===== src/rtl/cordic_pkg.sv =====
// Shared constants for the CORDIC rotation and vectoring stages.
// Covers operand widths, angle limits, the arctangent table and the FSM encoding.
package cordic_pkg;

  localparam int W    = 9;
  localparam int IW   = 11;
  localparam int ITER = 8;
  localparam int ZW   = W + 1;
  localparam int CW   = 3;

  localparam logic signed [ZW-1:0] ANGLE_PI_2 = 10'sd128;
  localparam logic signed [ZW-1:0] ANGLE_MAX  = 10'sd255;
  localparam logic signed [ZW-1:0] ANGLE_MIN  = -10'sd256;

  typedef logic signed [W-1:0] angle_t;

  // atan(2^-i) in units of pi/256
  localparam angle_t ATAN_TABLE [0:ITER-1] = '{
    9'sd64, 9'sd38, 9'sd20, 9'sd10, 9'sd5, 9'sd3, 9'sd1, 9'sd1
  };

  typedef enum logic [1:0] {
    ST_IDLE = 2'd0,
    ST_ROT  = 2'd1,
    ST_DONE = 2'd2
  } state_t;

endpackage


===== src/rtl/cordic_atan_lut.sv =====
// Combinational arctangent lookup indexed by micro-rotation number.
// Shared by the rotation and vectoring stages so both use identical angle constants.
module cordic_atan_lut
  import cordic_pkg::*;
(
  input  logic [CW-1:0] idx,
  output logic [W-1:0]  angle
);

  always_comb begin
    angle = ATAN_TABLE[idx];
  end

endmodule


===== src/rtl/cordic_vector_engine.sv =====
// Iterative vectoring-mode CORDIC: rotates (x, y) onto the x axis one step per clock
// and reports the K-scaled magnitude and the accumulated phase angle.
module cordic_vector_engine
  import cordic_pkg::*;
(
  input  logic         clock,
  input  logic         reset,
  input  logic         start,
  input  logic [W-1:0] x_in,
  input  logic [W-1:0] y_in,
  output logic         busy,
  output logic         done,
  output logic [W:0]   mag_out,
  output logic [W-1:0] angle_out
);

  state_t state, state_nxt;

  logic [CW-1:0]         cnt;
  logic signed [IW-1:0]  x_r, y_r;
  logic signed [ZW-1:0]  z_r;
  logic signed [IW-1:0]  x_ext, y_ext;
  logic signed [IW-1:0]  x_pre, y_pre;
  logic signed [ZW-1:0]  z_pre;
  logic signed [IW-1:0]  x_sh, y_sh;
  logic signed [IW-1:0]  x_nxt, y_nxt;
  logic signed [ZW-1:0]  z_nxt;
  logic [W-1:0]          atan_raw;
  logic signed [ZW-1:0]  atan_ext;
  logic                  last_iter;

  function automatic logic [W-1:0] sat_angle(input logic signed [ZW-1:0] z);
    logic [W-1:0] r;
    if (z > ANGLE_MAX)      r = ANGLE_MAX[W-1:0];
    else if (z < ANGLE_MIN) r = ANGLE_MIN[W-1:0];
    else                    r = z[W-1:0];
    return r;
  endfunction

  cordic_atan_lut u_atan (
    .idx   (cnt),
    .angle (atan_raw)
  );

  assign atan_ext  = {atan_raw[W-1], atan_raw};
  assign last_iter = (cnt == CW'(ITER - 1));

  // Operand capture: fold left half-plane vectors into the right half-plane
  assign x_ext = {{(IW-W){x_in[W-1]}}, x_in};
  assign y_ext = {{(IW-W){y_in[W-1]}}, y_in};

  always_comb begin
    x_pre = x_ext;
    y_pre = y_ext;
    z_pre = '0;
    if (x_in[W-1]) begin
      if (!y_in[W-1]) begin
        x_pre = y_ext;
        y_pre = -x_ext;
        z_pre = ANGLE_PI_2;
      end else begin
        x_pre = -y_ext;
        y_pre = x_ext;
        z_pre = -ANGLE_PI_2;
      end
    end
  end

  // Micro-rotation: every update uses the pre-update x/y/z
  assign x_sh = x_r >>> cnt;
  assign y_sh = y_r >>> cnt;

  always_comb begin
    if (!y_r[IW-1]) begin
      x_nxt = x_r + y_sh;
      y_nxt = y_r - x_sh;
      z_nxt = z_r + atan_ext;
    end else begin
      x_nxt = x_r - y_sh;
      y_nxt = y_r + x_sh;
      z_nxt = z_r - atan_ext;
    end
  end

  // Control FSM
  always_ff @(posedge clock) begin
    if (reset) state <= ST_IDLE;
    else       state <= state_nxt;
  end

  always_comb begin
    state_nxt = state;
    busy      = 1'b0;
    done      = 1'b0;
    case (state)
      ST_IDLE: if (start) state_nxt = ST_ROT;
      ST_ROT: begin
        busy = 1'b1;
        if (last_iter) state_nxt = ST_DONE;
      end
      ST_DONE: begin
        done      = 1'b1;
        state_nxt = ST_IDLE;
      end
      default: state_nxt = ST_IDLE;
    endcase
  end

  // Iteration registers and result latch; results also clear on reset
  always_ff @(posedge clock) begin
    if (reset) begin
      cnt       <= '0;
      x_r       <= '0;
      y_r       <= '0;
      z_r       <= '0;
      mag_out   <= '0;
      angle_out <= '0;
    end else begin
      case (state)
        ST_IDLE: begin
          if (start) begin
            x_r <= x_pre;
            y_r <= y_pre;
            z_r <= z_pre;
            cnt <= '0;
          end
        end
        ST_ROT: begin
          x_r <= x_nxt;
          y_r <= y_nxt;
          z_r <= z_nxt;
          cnt <= cnt + 1'b1;
          if (last_iter) begin
            mag_out   <= x_nxt[W:0];
            angle_out <= sat_angle(z_nxt);
          end
        end
        default: ;
      endcase
    end
  end

endmodule


===== config.mk =====
export PLATFORM = sky130hd
export DESIGN_NAME = cordic_vector_engine
export DESIGN_NICKNAME = d
export VERILOG_FILES = /design/src/rtl/cordic_pkg.sv /design/src/rtl/cordic_atan_lut.sv /design/src/rtl/cordic_vector_engine.sv
export SDC_FILE = /design/constraint.sdc
export NUM_CORES = 1
export LEC_CHECK = 0
export ABC_CLOCK_PERIOD_IN_PS = 7500
export BUFFER_PORTS_ARGS = -buffer_cell sky130_fd_sc_hd__buf_2
export CELL_PAD_IN_SITES_DETAIL_PLACEMENT = 0
export CELL_PAD_IN_SITES_GLOBAL_PLACEMENT = 2
export CORE_ASPECT_RATIO = 0.5
export CORE_MARGIN = 1
export CORE_UTILIZATION = 40
export CTS_CLUSTER_DIAMETER = 80
export DETAILED_ROUTE_END_ITERATION = 10
export GPL_ROUTABILITY_DRIVEN = 0
export PLACE_DENSITY = 0.88
export SLEW_MARGIN = 0
export SYNTH_ARGS = -nofsm -noshare
export SYNTH_HDL_FRONTEND = slang
export SYNTH_SLANG_ARGS = --single-unit
export TNS_END_PERCENT = 50

===== constraint.sdc =====
create_clock -name clock -period 7.5 [get_ports clock]
set_clock_uncertainty 0.15 [all_clocks]
set_input_delay 0.375 -clock clock [delete_from_list [all_inputs] [get_ports clock]]
set_output_delay 0.375 -clock clock [all_outputs]
set_load 0.02 [all_outputs]

**Yosys cells after proc, flatten, opt, wreduce, memory -nomap -nowiden**

Memories as Yosys holds them, arrays and structs flattened.
Index checks and enable logic that the tools add are counted.

- Bits in read-only memories: 72
- Bits of input ports: 21
- Register bits: 56
- Memories: 1
- Word-level logic and storage cells: 59
- Output and inout port bits: 21

- $add $sub $neg: 9
- Bitwise gates (word level): 1
- Equality and inequality tests: 5
- $lt $le $gt $ge: 3
- Reductions and logical operators: 5
- Multiplexer cells: 26
- Shifts and indexed selects: 2

Memory list:

| name | depth | bits a word | rd ports | clocked after memory_dff | write ports | RTL line | source |
|---|---|---|---|---|---|---|---|
| (name not given) | 8 | 9 | 1 | 0 | 0 | cordic_atan_lut.sv:11 | `angle = ATAN_TABLE[idx];` |

Operators with widths:

| kind | number |
|---|---|
| $mux 11 | 8 |
| $pmux 11 s2 | 2 |
| $mux 10 | 4 |
| $mux 9 | 4 |
| $add 11x11->11 | 2 |
| $neg 9->11 | 2 |
| $sshr 11x3->11 | 2 |
| $sub 11x11->11 | 2 |
| $pmux 10 s2 | 1 |
| $add 10x9->10 | 1 |
| $gt 10x9->1 const B | 1 |
| $lt 10x9->1 const B | 1 |
| $sub 10x9->10 | 1 |
| $pmux 3 s2 | 1 |
| $reduce_and 2->1 | 3 |
| $ge 4x4->1 const B | 1 |
| $mux 2 | 2 |
| $ne 2x2->1 const B | 2 |
| $not 3->4 | 1 |
| $pmux 2 s2 | 1 |
| $add 3x1->3 const B | 1 |
| $eq 3x3->1 const B | 1 |
| $mux 3 | 1 |
| $eq 2x1->1 const B | 1 |
| 4 further kinds | 5 |

**Depth between registers and ports, before layout**

Gate-level depths: netlist of run 1.

- Depth after elaboration: 9
- Depth in mapped cells: 19
- Depth with buffers taken out: 16

**Modules after synthesis**

A second synthesis of run 1 with hierarchy kept.

- Cells, all modules: 721
- Area total of the unflattened synthesis: 5601.6 um^2

Modules (own cells, without submodules):

| module | seq. area each (um^2) | times used | cells an instance | area each (um^2) |
|---|---|---|---|---|
| cordic_vector_engine | 1121.1 | 1 | 705 | 5460.2 |
| cordic_atan_lut | 0.0 | 1 | 16 | 141.4 |

**Worst setup path after synthesis of run 1**

OpenSTA, ideal clock, no wires.

- Kind: flip-flop to flip-flop
- From: reg cnt[1]
- To: reg y_r[10]
- Clock period less this slack: 4.103 ns
- Cell stages (with the launch flop): 19
- Path buffers: 3
- Library setup time: 0.079 ns
- Data required time: 7.271 ns
- Setup slack: 3.397 ns
- Arrival: 3.874 ns
- Path through: dfxtp_1 -> buf_2 -> buf_2 -> buf_2 -> mux2_2 -> a21oi_1 -> nor2_1 -> nor2_1 -> ha_1 -> nor2_1 -> a21oi_1 -> fa_1 -> a21oi_1 -> o21ai_0 -> a2111oi_0 -> nor3_1 -> a31o_2 -> or4_1 -> o211ai_1

- Word-level cells in the longest chain between the ends: 4
- Elaborated cells between the ends (all ways): 5
- Those cells by class: 2 x add/sub; 1 x shift; 2 x mux

RTL lines:

| item | RTL line | source |
|---|---|---|
| start, declared | cordic_vector_engine.sv:19 | `logic [CW-1:0] cnt;` |
| start signal, assigned | cordic_vector_engine.sv:132 | `cnt <= cnt + 1'b1;` |
| $sshr 11x3->11 (*) | cordic_vector_engine.sv:70 | `assign x_sh = x_r >>> cnt;` |
| $sub 11x11->11 / $add 11x11->11 (equally long branches) | cordic_vector_engine.sv:76, cordic_vector_engine.sv:80 |  |
| $mux 11 (*) | cordic_vector_engine.sv:74 | `if (!y_r[IW-1]) begin` |
| $pmux 11 s2 (*) | cordic_vector_engine.sv:119 | `case (state)` |
| end signal, assigned | cordic_vector_engine.sv:123 | `y_r <= y_pre;` |
| end signal, assigned | cordic_vector_engine.sv:130 | `y_r <= y_nxt;` |
| end, declared | cordic_vector_engine.sv:20 | `logic signed [IW-1:0] x_r, y_r;` |

Every way passes the cells marked *; elsewhere a longest branch is shown, timed or not.
A chain may end at the register's enable or synchronous reset.

**Worst setup path in the final report of run 1**

- From: reg cnt[2]
- To: reg angle_out[4]

- Word-level cells in the longest chain between the ends: 9
- Elaborated cells between the ends (all ways): 13
- Those cells by class: 2 x add/sub; 2 x order compare; 1 x eq/ne; 5 x mux; 1 x bitwise; 1 x reduce/logical; 1 x memory

RTL lines:

| item | RTL line | source |
|---|---|---|
| $not 3->4 (not written as such) | cordic_atan_lut.sv:11 |  |
| $mem_v2 8x9 | n/a |  |
| $mux 9 (not written as such) (2 in series) | cordic_atan_lut.sv:11 |  |
| $add 10x9->10 / $sub 10x9->10 (equally long branches) | cordic_vector_engine.sv:77, cordic_vector_engine.sv:81 |  |
| $mux 10 | cordic_vector_engine.sv:74 |  |
| $lt 10x9->1 | cordic_vector_engine.sv:35 | `else if (z < ANGLE_MIN) r = ANGLE_MIN[W-1:0];` |
| $mux 9 | cordic_vector_engine.sv:35 |  |
| $mux 9 | cordic_vector_engine.sv:34 | `if (z > ANGLE_MAX) r = ANGLE_MAX[W-1:0];` |
| end signal, assigned | cordic_vector_engine.sv:135 | `angle_out <= sat_angle(z_nxt);` |
| end, declared | cordic_vector_engine.sv:14 | `output logic [W-1:0] angle_out` |

Parallel ways exist; a longest one is shown, timed or not. The select of a mux whose other input is x is not followed.

==> metrics, run 1 <==
row count 29; CTS hold repair buffers 0; startpoint class of the critical path register; vias per cell between 5 and 6; Synth cell types between 60 and 70; Residual DRC 0; nets@finish about 780; Tightest Hold Check Type register to register; die width about 170 µm; vias in the first global route between 4000 and 5000; worst vdd ir roughly 0.11 mV; H-Tree Depth 2; Pwr Density approximately 300 mW/mm²; largest area contributor in the netlist dfxtp_1; Overflow after GRT 0; max cap viols 0; Longest Clk Path Bufs 2; Setup Fix Bufs, Post-CTS 0; post_cts resized 0; Rel. slew slack 0.2108; Global Route Usage Sum 0.2287; fraction of layout cells with a size suffix above 1 0.1178; RSZ-0062 raised after global routing false; synthesized area 0.005539 mm²; final WL 16.02 mm; Core ar. between 0.01 and 0.015 mm²; Lkg Pwr 0.002441 µW; Synth top area share 0.2024; depth of the worst register-to-register path 13; CTS tree built; Top Ports 42; Layout area overhead 7.274%; DP Area ~0.0058 mm²; Syn Inst Count 706; syn_nets 770; Crit. End Element register; final hold violations 0; fin area between 0.005 and 0.006 mm²; mean area per synthesized cell 7.846 µm²; top cells by count, synth nor2_1 (92), a21oi_1 (64), dfxtp_1 (56); fill cell count approximately 1400; final cycle utilization of the critical path 0.7027; Worst Path Arrival 5.35 ns; worst slew pin tran around 1.2 ns; Req. time, crit path 7.57 ns; CTS clk-pin slew, worst paths about 0.090 ns; final setup violation count 0; status finished, final reports clean; Worst Setup Path Type register to register; top-count cell post-synth nor2_1; synth top area cells dfxtp_1 (20%), ha_1 (9.0%), nor2_1 (6.2%); First DRT Iteration DRCs between 200 and 300; DRT antenna net count 0; post-synthesis sequential area ratio 0.2024; drt wl/cell around 18 µm; initial antenna violation count 0; Slew Viols, Final 0; router iterations before antenna repair 5; first-pass GRT wire length approximately 26 mm; n_diodes 0; vias 5244; number of buffers created by CTS 5; DIE AREA roughly 0.014 mm²; largest net degree at the start of global routing a little over 60; Die Height 85.21 µm; root buf cell clkbuf_16; Skew-Pair Late Insertion Delay 0.31 ns; post-DP HPWL roughly 12 mm; Initial Util 0.4240; f_max 0.1897 GHz; number of synthesized flops with an enable pin 0; synth warn 0; worst hold stages 2; commonest register cell after synthesis dfxtp_1; worst-path fanout max 27; clock sink count between 50 and 60; Async S/R FF share, synth 0; setup tns final 0 ns; flops & latches, synth between 50 and 60; I/O Buffers 41; min cycle time layout ~5.3 ns
[cell usage in the layout, fill, tap and decap left out, types with 5 or more instances in the layout]
master	netlist	layout
xnor2_1	38	38
a31oi_1	11	11
mux2_2	8	8
inv_1	26	26
a22oi_1	13	13
dfxtp_1	56	56
nand2_1	48	48
buf_4	0	6
nor2b_1	9	9
nor3_1	28	28
a21o_1	11	11
a211oi_1	35	35
clkbuf_16	0	5
o211ai_1	17	17
o21ai_0	19	19
o21bai_1	5	5
nand3_1	7	7
mux2i_1	21	21
buf_2	9	41
ha_1	40	40
nand2b_1	9	9
nor2_1	92	92
or3_1	5	5
xor2_1	11	11
mux4_1	6	6
a21oi_1	64	64
[per-stage QoR]
step | std cells | power [µW] | hold slack [ns] | utilization | setup WS [ns]
after floorplan | 706 | 1292 | 0.3154 | - | 3.397
after global placement | 875 | 1533 | 0.2911 | 0.4434 | 2.388
after detailed placement | 875 | 1533 | 0.2932 | 0.4434 | 2.305
after CTS | 883 | 1797 | 0.3052 | 0.4549 | 2.273
after global routing | 883 | 1950 | 0.3262 | 0.4549 | 1.804
final | 883 | 1796 | 0.3019 | 0.4549 | 2.229
[path summary, 6_finish.rpt]
path,slack (ns),startpoint,endpoint
max reg2reg,2.23,cnt[2]$_SDFFE_PP0P_,angle_out[4]$_SDFFE_PP0P_
max,2.23,cnt[2]$_SDFFE_PP0P_,angle_out[4]$_SDFFE_PP0P_
min,0.30,mag_out[3]$_SDFFE_PP0P_,mag_out[3]$_SDFFE_PP0P_
min reg2reg,0.30,mag_out[3]$_SDFFE_PP0P_,mag_out[3]$_SDFFE_PP0P_
[metal layers]
| metal | vias up | track usage | share of wire |
|---|---|---|---|
| met5 | - | 0 | 0 |
| met2 | 139 | 0.3561 | 0.43 |
| met3 | 8 | 0.04058 | 0.058 |
| met4 | 0 | 0.03388 | 0.0070 |
| met1 | 2501 | 0.3344 | 0.51 |
| li1 | 2596 | - | - |
[power breakdown]
group          leakage, µW  switching (µW)  internal (µW)
combinational      0.00191             666            482
clock            0.0000708             128            127
sequential        0.000458            61.3            332
total              0.00244             856            940
[cell families (layout without fill, tap and decap cells)]
family                     after synthesis  in the layout  share of synthesized area
AOI/OAI and AO/OA                      214            214                     0.2575
muxes                                   42             42                     0.1077
xor gates and xnor gates                49             49                    0.07748
adders and majority gates               43             43                     0.1012
buffers and inverters                   75             82                    0.05624
and+or+nand+nor                        227            227                     0.1974
DFF                                     56             56                     0.2024
[layout make-up]
type                            instances  area (µm²)  area share
Multi-Input combinational cell        575        4106      0.6911
Sequential cell                        56        1121      0.1887
Timing Repair Buffer                   47       250.2     0.04211
Tap cell                              170       212.7     0.03580
Clock buffer                            5       125.1     0.02106
Inverter                               27       101.3     0.01706
Clock inverter                          3       25.02    0.004211
[worst max-delay path, cell delays in order, from the launching register on]
cell	delay [ns]
dfxtp_1	0.96
inv_1	0.69
ha_1	0.47
or3_1	0.37
o311ai_0	0.28
o41ai_1	0.13
a21o_1	0.19
ha_1	0.32
o21ai_0	0.09
nand2b_1	0.08
o41ai_1	0.08
xnor2_1	0.92
o211ai_1	0.20
a211oi_1	0.24
[flip-flops by register name, indices dropped and copies added (netlist names)]
| register | count |
|---|---|
| angle_out | 9 |
| cnt | 3 |
| mag_out | 10 |
| state | 2 |
| x_r | 11 |
| y_r | 11 |
| z_r | 10 |
(Power assumes the default switching activity.)
==> run 2: changes to the inputs <==
--- a/config.mk
+++ b/config.mk
@@ -5,17 +5,18 @@
 export SDC_FILE = /design/constraint.sdc
 export NUM_CORES = 1
 export LEC_CHECK = 0
-export ABC_CLOCK_PERIOD_IN_PS = 7500
+export ABC_AREA = 1
+export ABC_CLOCK_PERIOD_IN_PS = 5200
 export BUFFER_PORTS_ARGS = -buffer_cell sky130_fd_sc_hd__buf_2
 export CELL_PAD_IN_SITES_DETAIL_PLACEMENT = 0
 export CELL_PAD_IN_SITES_GLOBAL_PLACEMENT = 2
 export CORE_ASPECT_RATIO = 0.5
 export CORE_MARGIN = 1
-export CORE_UTILIZATION = 40
+export CORE_UTILIZATION = 33
 export CTS_CLUSTER_DIAMETER = 80
 export DETAILED_ROUTE_END_ITERATION = 10
 export GPL_ROUTABILITY_DRIVEN = 0
-export PLACE_DENSITY = 0.88
+export PLACE_DENSITY = 0.81
 export SLEW_MARGIN = 0
 export SYNTH_ARGS = -nofsm -noshare
 export SYNTH_HDL_FRONTEND = slang
==> constraint.sdc (replaced) <==
create_clock -name clock -period 5.2 [get_ports clock]
set_clock_uncertainty 0.15 [all_clocks]
set_input_delay 0.26 -clock clock [delete_from_list [all_inputs] [get_ports clock]]
set_output_delay 0.26 -clock clock [all_outputs]
set_load 0.02 [all_outputs]
==> metrics, run 2 <==
Longest Clk Path Bufs 2; min cycle time layout 3.797 ns; Global Route Usage Sum 0.2107; root buf cell clkbuf_16; H-Tree Depth 2; Rel. slew slack 0.3804; CTS tree built; largest net degree at the start of global routing 39; Initial Util 0.3427; worst-path fanout max 24; Worst Setup Path Type register to register; Layout area overhead 9.329%; vias per cell slightly above 5; worst reg-to-reg setup slack ~1.4 ns; vias in the first global route ~5300; final worst slack about 1.4 ns; # placed instances ~1100; post-synthesis sequential area ratio 0.2095; nets@finish 945; Lkg Pwr ~0.0028 µW; post-route insts no fill around 1100; DRT antenna net count 0; die width about 180 µm; Synth cell types between 40 and 50; first-pass GRT wire length 27.81 mm; vias 5579; clock sink count 56; depth of the worst register-to-register path 20; Residual DRC 0; RSZ-0062 raised after global routing false; RR Endpoint angle_out[6]$_SDFFE_PP0P_; final setup violation count 0; largest area contributor in the netlist dfxtp_1; CTS clk-pin slew, worst paths approximately 0.090 ns; row count 32; initial antenna violation count 0; final hold violations 0; Tightest Hold Check Type input port to register; hold path start y_in[7]; met3 GRT Util 0.04051; synth top area cells dfxtp_1 (21%), nand2_1 (17%), ha_1 (9.4%); most common cell after layout, fill and taps aside nand2_1; Top Ports 42; GR Util met2 0.3346; post_cts resized 0; f_max around 0.26 GHz; grt met1 use 0.2999; Overflow after GRT 0; top cells by count, synth nand2_1 (247), inv_1 (81), nand3_1 (79); Async S/R FF share, synth 0; Setup Fix Bufs, Post-CTS 0; synth warn 0; flops & latches, synth 56; status finished, final reports clean; Synth top area share 0.2095; Core ar. ~0.016 mm²; commonest register cell after synthesis dfxtp_1; Pwr Density about 400 mW/mm²; CTS hold repair buffers 0; DIE AREA 0.01676 mm²; worst slew pin tran between 0.9 and 1 ns; mean area per synthesized cell between 6 and 7 µm²; worst hold stages 3; router iterations before antenna repair 6; Multi-input gate area between 0.003 and 0.004 mm²; Top Registers x_r x11, y_r x11; Crit. End Element register; final WL around 17 mm; startpoint class of the critical path register; setup tns final 0 ns; pre-CTS WS around 1.4 ns; worst vdd ir around 0.20 mV; Worst Path Arrival between 3 and 4 ns; Syn Inst Count roughly 860; fraction of layout cells with a size suffix above 1 0.09977; synthesized area 0.005351 mm²; n_diodes 0; Skew-Pair Late Insertion Delay around 0.3 ns; syn_nets ~930; worst flop-to-flop path startpoint cnt[1]$_SDFFE_PP0P_; register area 0.001121 mm²; hold path endpoint x_r[8]$_SDFFE_PP0P_; final core utilization 0.3747; post-DP HPWL around 13 mm; Slew Viols, Final 0; fill cell count 1770; Req. time, crit path around 5.2 ns; final cycle utilization of the critical path 0.7302; First DRT Iteration DRCs approximately 300; max cap viols 0; number of synthesized flops with an enable pin 0; worst hold slack roughly 0.16 ns; most frequent cells in the layout nand2_1 (247), inv_1 (81), nand3_1 (79); Die Height slightly above 90 µm; number of buffers created by CTS 5; Most Crowded Layer GR met2; top-count cell post-synth nand2_1; I/O Buffers between 40 and 50; drt wl/cell ~16 µm
[run 2: metal layers]
layer,up-vias,routed length (µm)
met4,0,80
li1,2890,-
met3,4,1013
met5,-,0
met2,135,7162
met1,2550,8867
[run 2: worst max path at each step]
| stage | depth (start not counted) | to | from | slack, ns |
|---|---|---|---|---|
| final | 20 | angle_out[6]$_SDFFE_PP0P_ | cnt[1]$_SDFFE_PP0P_ | 1.40 |
| after global routing | 23 | y_r[7]$_SDFFE_PP0P_ | cnt[1]$_SDFFE_PP0P_ | 0.95 |
| after detailed placement | 20 | angle_out[0]$_SDFFE_PP0P_ | cnt[1]$_SDFFE_PP0P_ | 1.42 |
| after floorplan | 20 | angle_out[7]$_SDFFE_PP0P_ | cnt[0]$_SDFFE_PP0P_ | 1.89 |
| after global placement | 20 | y_r[7]$_SDFFE_PP0P_ | cnt[1]$_SDFFE_PP0P_ | 1.45 |
| after CTS | 20 | angle_out[6]$_SDFFE_PP0P_ | cnt[1]$_SDFFE_PP0P_ | 1.40 |
[run 2: area by class of cell]
class,instances,area share
clock inverter,3,0.004705
clock buffer,5,0.02139
multi-input combinational,680,0.6369
sequential,56,0.1916
inverter,90,0.05774
timing repair buffer,48,0.04405
tap,204,0.04363
[run 2: report_power, final]
group	internal (µW)	total [µW]	switching, µW	leakage [µW]
Sequential	470	531	60.4	0.000458
Combinational	503	1420	912	0.00229
Clock	184	372	188	0.0000719
Total	1160	2320	1160	0.00282
[run 2: worst max-delay path: stages (launching register included)]
cell and delay, ns:
dfxtp_1 0.32, buf_4 0.25, inv_2 0.22, ha_1 0.37
nor3_2 0.18, nand2_1 0.07, nor2_1 0.12, inv_1 0.06
o21ai_0 0.18, xnor2_1 0.15, inv_1 0.06, ha_1 0.31
inv_1 0.11, o21ai_0 0.11, a21oi_1 0.15, nand3_1 0.11
nand3b_1 0.21, nand2_1 0.13, nand3_2 0.17, nand3_1 0.14
a21oi_1 0.06
[run 2: cells by family after synthesis]
logic type,synth area share
xor+xnor,0.06874
fa+ha+maj,0.1047
simple gates,0.3313
compound gates,0.1910
buf+inv,0.09469
flops,0.2095
[run 2: stage by stage]
| step | power (µW) | instance area (µm²) |
|---|---|---|
| 5_1_grt | 2553 | 5851 |
| 2_1_floorplan | 1603 | 5351 |
| 4_1_cts | 2326 | 5851 |
| 3_3_place_gp | 1948 | 5698 |
| 3_5_place_dp | 1939 | 5698 |
| 6_report | 2318 | 5851 |
==> run 3: changes to the inputs <==
--- a/config.mk
+++ b/config.mk
@@ -6,17 +6,17 @@
 export NUM_CORES = 1
 export LEC_CHECK = 0
 export ABC_AREA = 1
-export ABC_CLOCK_PERIOD_IN_PS = 5200
+export ABC_CLOCK_PERIOD_IN_PS = 3050
 export BUFFER_PORTS_ARGS = -buffer_cell sky130_fd_sc_hd__buf_2
 export CELL_PAD_IN_SITES_DETAIL_PLACEMENT = 0
 export CELL_PAD_IN_SITES_GLOBAL_PLACEMENT = 2
 export CORE_ASPECT_RATIO = 0.5
 export CORE_MARGIN = 1
-export CORE_UTILIZATION = 33
+export CORE_UTILIZATION = 30
 export CTS_CLUSTER_DIAMETER = 80
 export DETAILED_ROUTE_END_ITERATION = 10
 export GPL_ROUTABILITY_DRIVEN = 0
-export PLACE_DENSITY = 0.81
+export PLACE_DENSITY = 0.77
 export SLEW_MARGIN = 0
 export SYNTH_ARGS = -nofsm -noshare
 export SYNTH_HDL_FRONTEND = slang
==> constraint.sdc (replaced) <==
create_clock -name clock -period 3.05 [get_ports clock]
set_clock_uncertainty 0.15 [all_clocks]
set_input_delay 0.1525 -clock clock [delete_from_list [all_inputs] [get_ports clock]]
set_output_delay 0.1525 -clock clock [all_outputs]
set_load 0.02 [all_outputs]
==> metrics, run 3 (synthesized netlist as in run 2, its figures left out) <==
Worst Path Arrival approximately 3.3 ns; Tightest Hold Check Type input port to register; Bufs and invs on worst path 6; CP max-delay cell dfxtp_4; n_diodes 0; final cycle utilization of the critical path 1.045; final hold violations 0; Crit. End Element register; Top Metal Used met4; vias about 6300; initial antenna violation count 0; First DRT Iteration DRCs approximately 300; drt wl/cell 15.05 µm; Rel. slew slack 0.5084; post-DP HPWL approximately 14 mm; largest net degree at the start of global routing 38; nets@finish approximately 1100; RSZ-0062 raised after global routing true; Worst Setup Path Type register to register; final core utilization 0.4581; clock sink count 56; register area ~0.0011 mm²; wl on met1 about 10 mm; Slew Viols, Final 0; Routed met2 length between 8 and 9 mm; Die Height around 96 µm; worst-path fanout max 14; DIE AREA approximately 0.018 mm²; Req. time, crit path between 3 and 4 ns; most frequent cells in the layout nand2_1 (217), buf_4 (174), inv_1 (75); critical path cell sequence buf_12 > nand2_1 > nand3_1 > nand2_2 > inv_2 > o21ai_4 > ha_4 > buf_4 > nor2_1 > xnor2_1 > inv_1 > ha_4 > nand2_1 > nor2_2 > buf_4 > a21oi_2 > nor2_1 > nor2_1 > xnor2_1 > nand2_1 > nand3_1 > nand2_1 > inv_1; Overflow after GRT 0; fraction of layout cells with a size suffix above 1 0.3680; number of buffers created by CTS 5; CTS hold repair buffers 0; I/O Buffers 41; Pwr Density slightly above 700 mW/mm²; fill cell count around 1800; Core ar. around 0.017 mm²; Layout area overhead 48.96%; status finished, violations left; vias per cell 4.899; most common cell after layout, fill and taps aside nand2_1; Top cell by count, worst path nand2_1; worst vdd ir ~0.33 mV; Multi-input gate area 0.004404 mm²; Global Route Usage Sum 0.2081; Residual DRC 0; router iterations before antenna repair 5; min cycle time layout around 3.2 ns; startpoint class of the critical path register; first-pass GRT wire length ~30 mm; die width 190.9 µm; failing checks negative setup slack; Initial Util 0.3076; Lkg Pwr ~0.0038 µW; worst slew pin tran 0.7366 ns; Design Power 5650 µW; final WL around 20 mm; CP peak stage delay around 0.39 ns; row count 34; Skew-Pair Late Insertion Delay 0.31 ns; CTS clk-pin slew, worst paths roughly 0.09 ns; met3 wire length around 610 µm; H-Tree Depth 2; CTS tree built; final worst slack -0.1379 ns; DRT antenna net count 0; root buf cell clkbuf_16; CP delay by family, top simple AND/OR/NAND/NOR gates; Top Registers x_r x11, y_r x11; final setup violation count 21; vias in the first global route about 5800; max cap viols 0; Top Ports 42; f_max ~0.31 GHz; Longest Clk Path Bufs 2
==> run 3: per-layer routing <==
layer,up-vias,track usage
met1,2949,0.2919
met5,-,0
met2,107,0.3490
met4,0,0.02933
li1,3251,-
met3,18,0.02492
==> run 3: report_power, final <==
group / internal [µW] / switching (µW) / leakage, µW / total [µW]
clock: 315 / 343 / 0.0000719 / 658
sequential: 802 / 79.9 / 0.000460 / 881
combinational: 1970 / 2140 / 0.00329 / 4110
==> run 3: what timing repair did <==
action | 4_1_cts | 5_1_grt
gates cloned | 0 | 1
pin swaps | 31 | 55
buffers inserted | 11 | 15
endpoints found under the hold margin | 0 | 0
setup endpoints to repair | 38 | 37
resized for setup | 87 | 86
==> run 3: final cells by class <==
class	count	area share
clock buffer	5	0.01570
clock inverter	3	0.003453
inverter	90	0.04458
multi-input combinational	680	0.5525
sequential	56	0.1417
tap	234	0.03673
timing repair buffer	223	0.2053
==> run 3: path summary, 6_finish.rpt <==
kind	start	end	slack, ns	depth (start not counted)
max reg2reg	cnt[0]$_SDFFE_PP0P_	x_r[7]$_SDFFE_PP0P_	-0.14	23
min reg2reg	mag_out[3]$_SDFFE_PP0P_	mag_out[3]$_SDFFE_PP0P_	0.32	2
min	y_in[0]	y_r[0]$_SDFFE_PP0P_	0.07	3
max	cnt[0]$_SDFFE_PP0P_	x_r[7]$_SDFFE_PP0P_	-0.14	23
==> run 3: worst min-delay path, cell delays in order <==
cell and delay [ns]:
buf_2 0.10, o211ai_1 0.11, a31oi_1 0.13
==> run 3: metrics by stage <==
stage | cells | TNS [ns] | setup WS [ns] | hold slack, ns | area [µm²]
finish | 1291 | -1.549 | -0.1379 | 0.07279 | 7971
global route | 1291 | -7.642 | -0.3367 | 0.1213 | 7971
CTS | 1277 | -0.9624 | -0.1114 | 0.07331 | 7482
detailed placement | 1258 | -8.087 | -0.3509 | 0.3041 | 6909
global placement | 1258 | -6.635 | -0.3598 | 0.3000 | 6909
floorplan | 863 | 0 | 0.006496 | 0.1893 | 5405
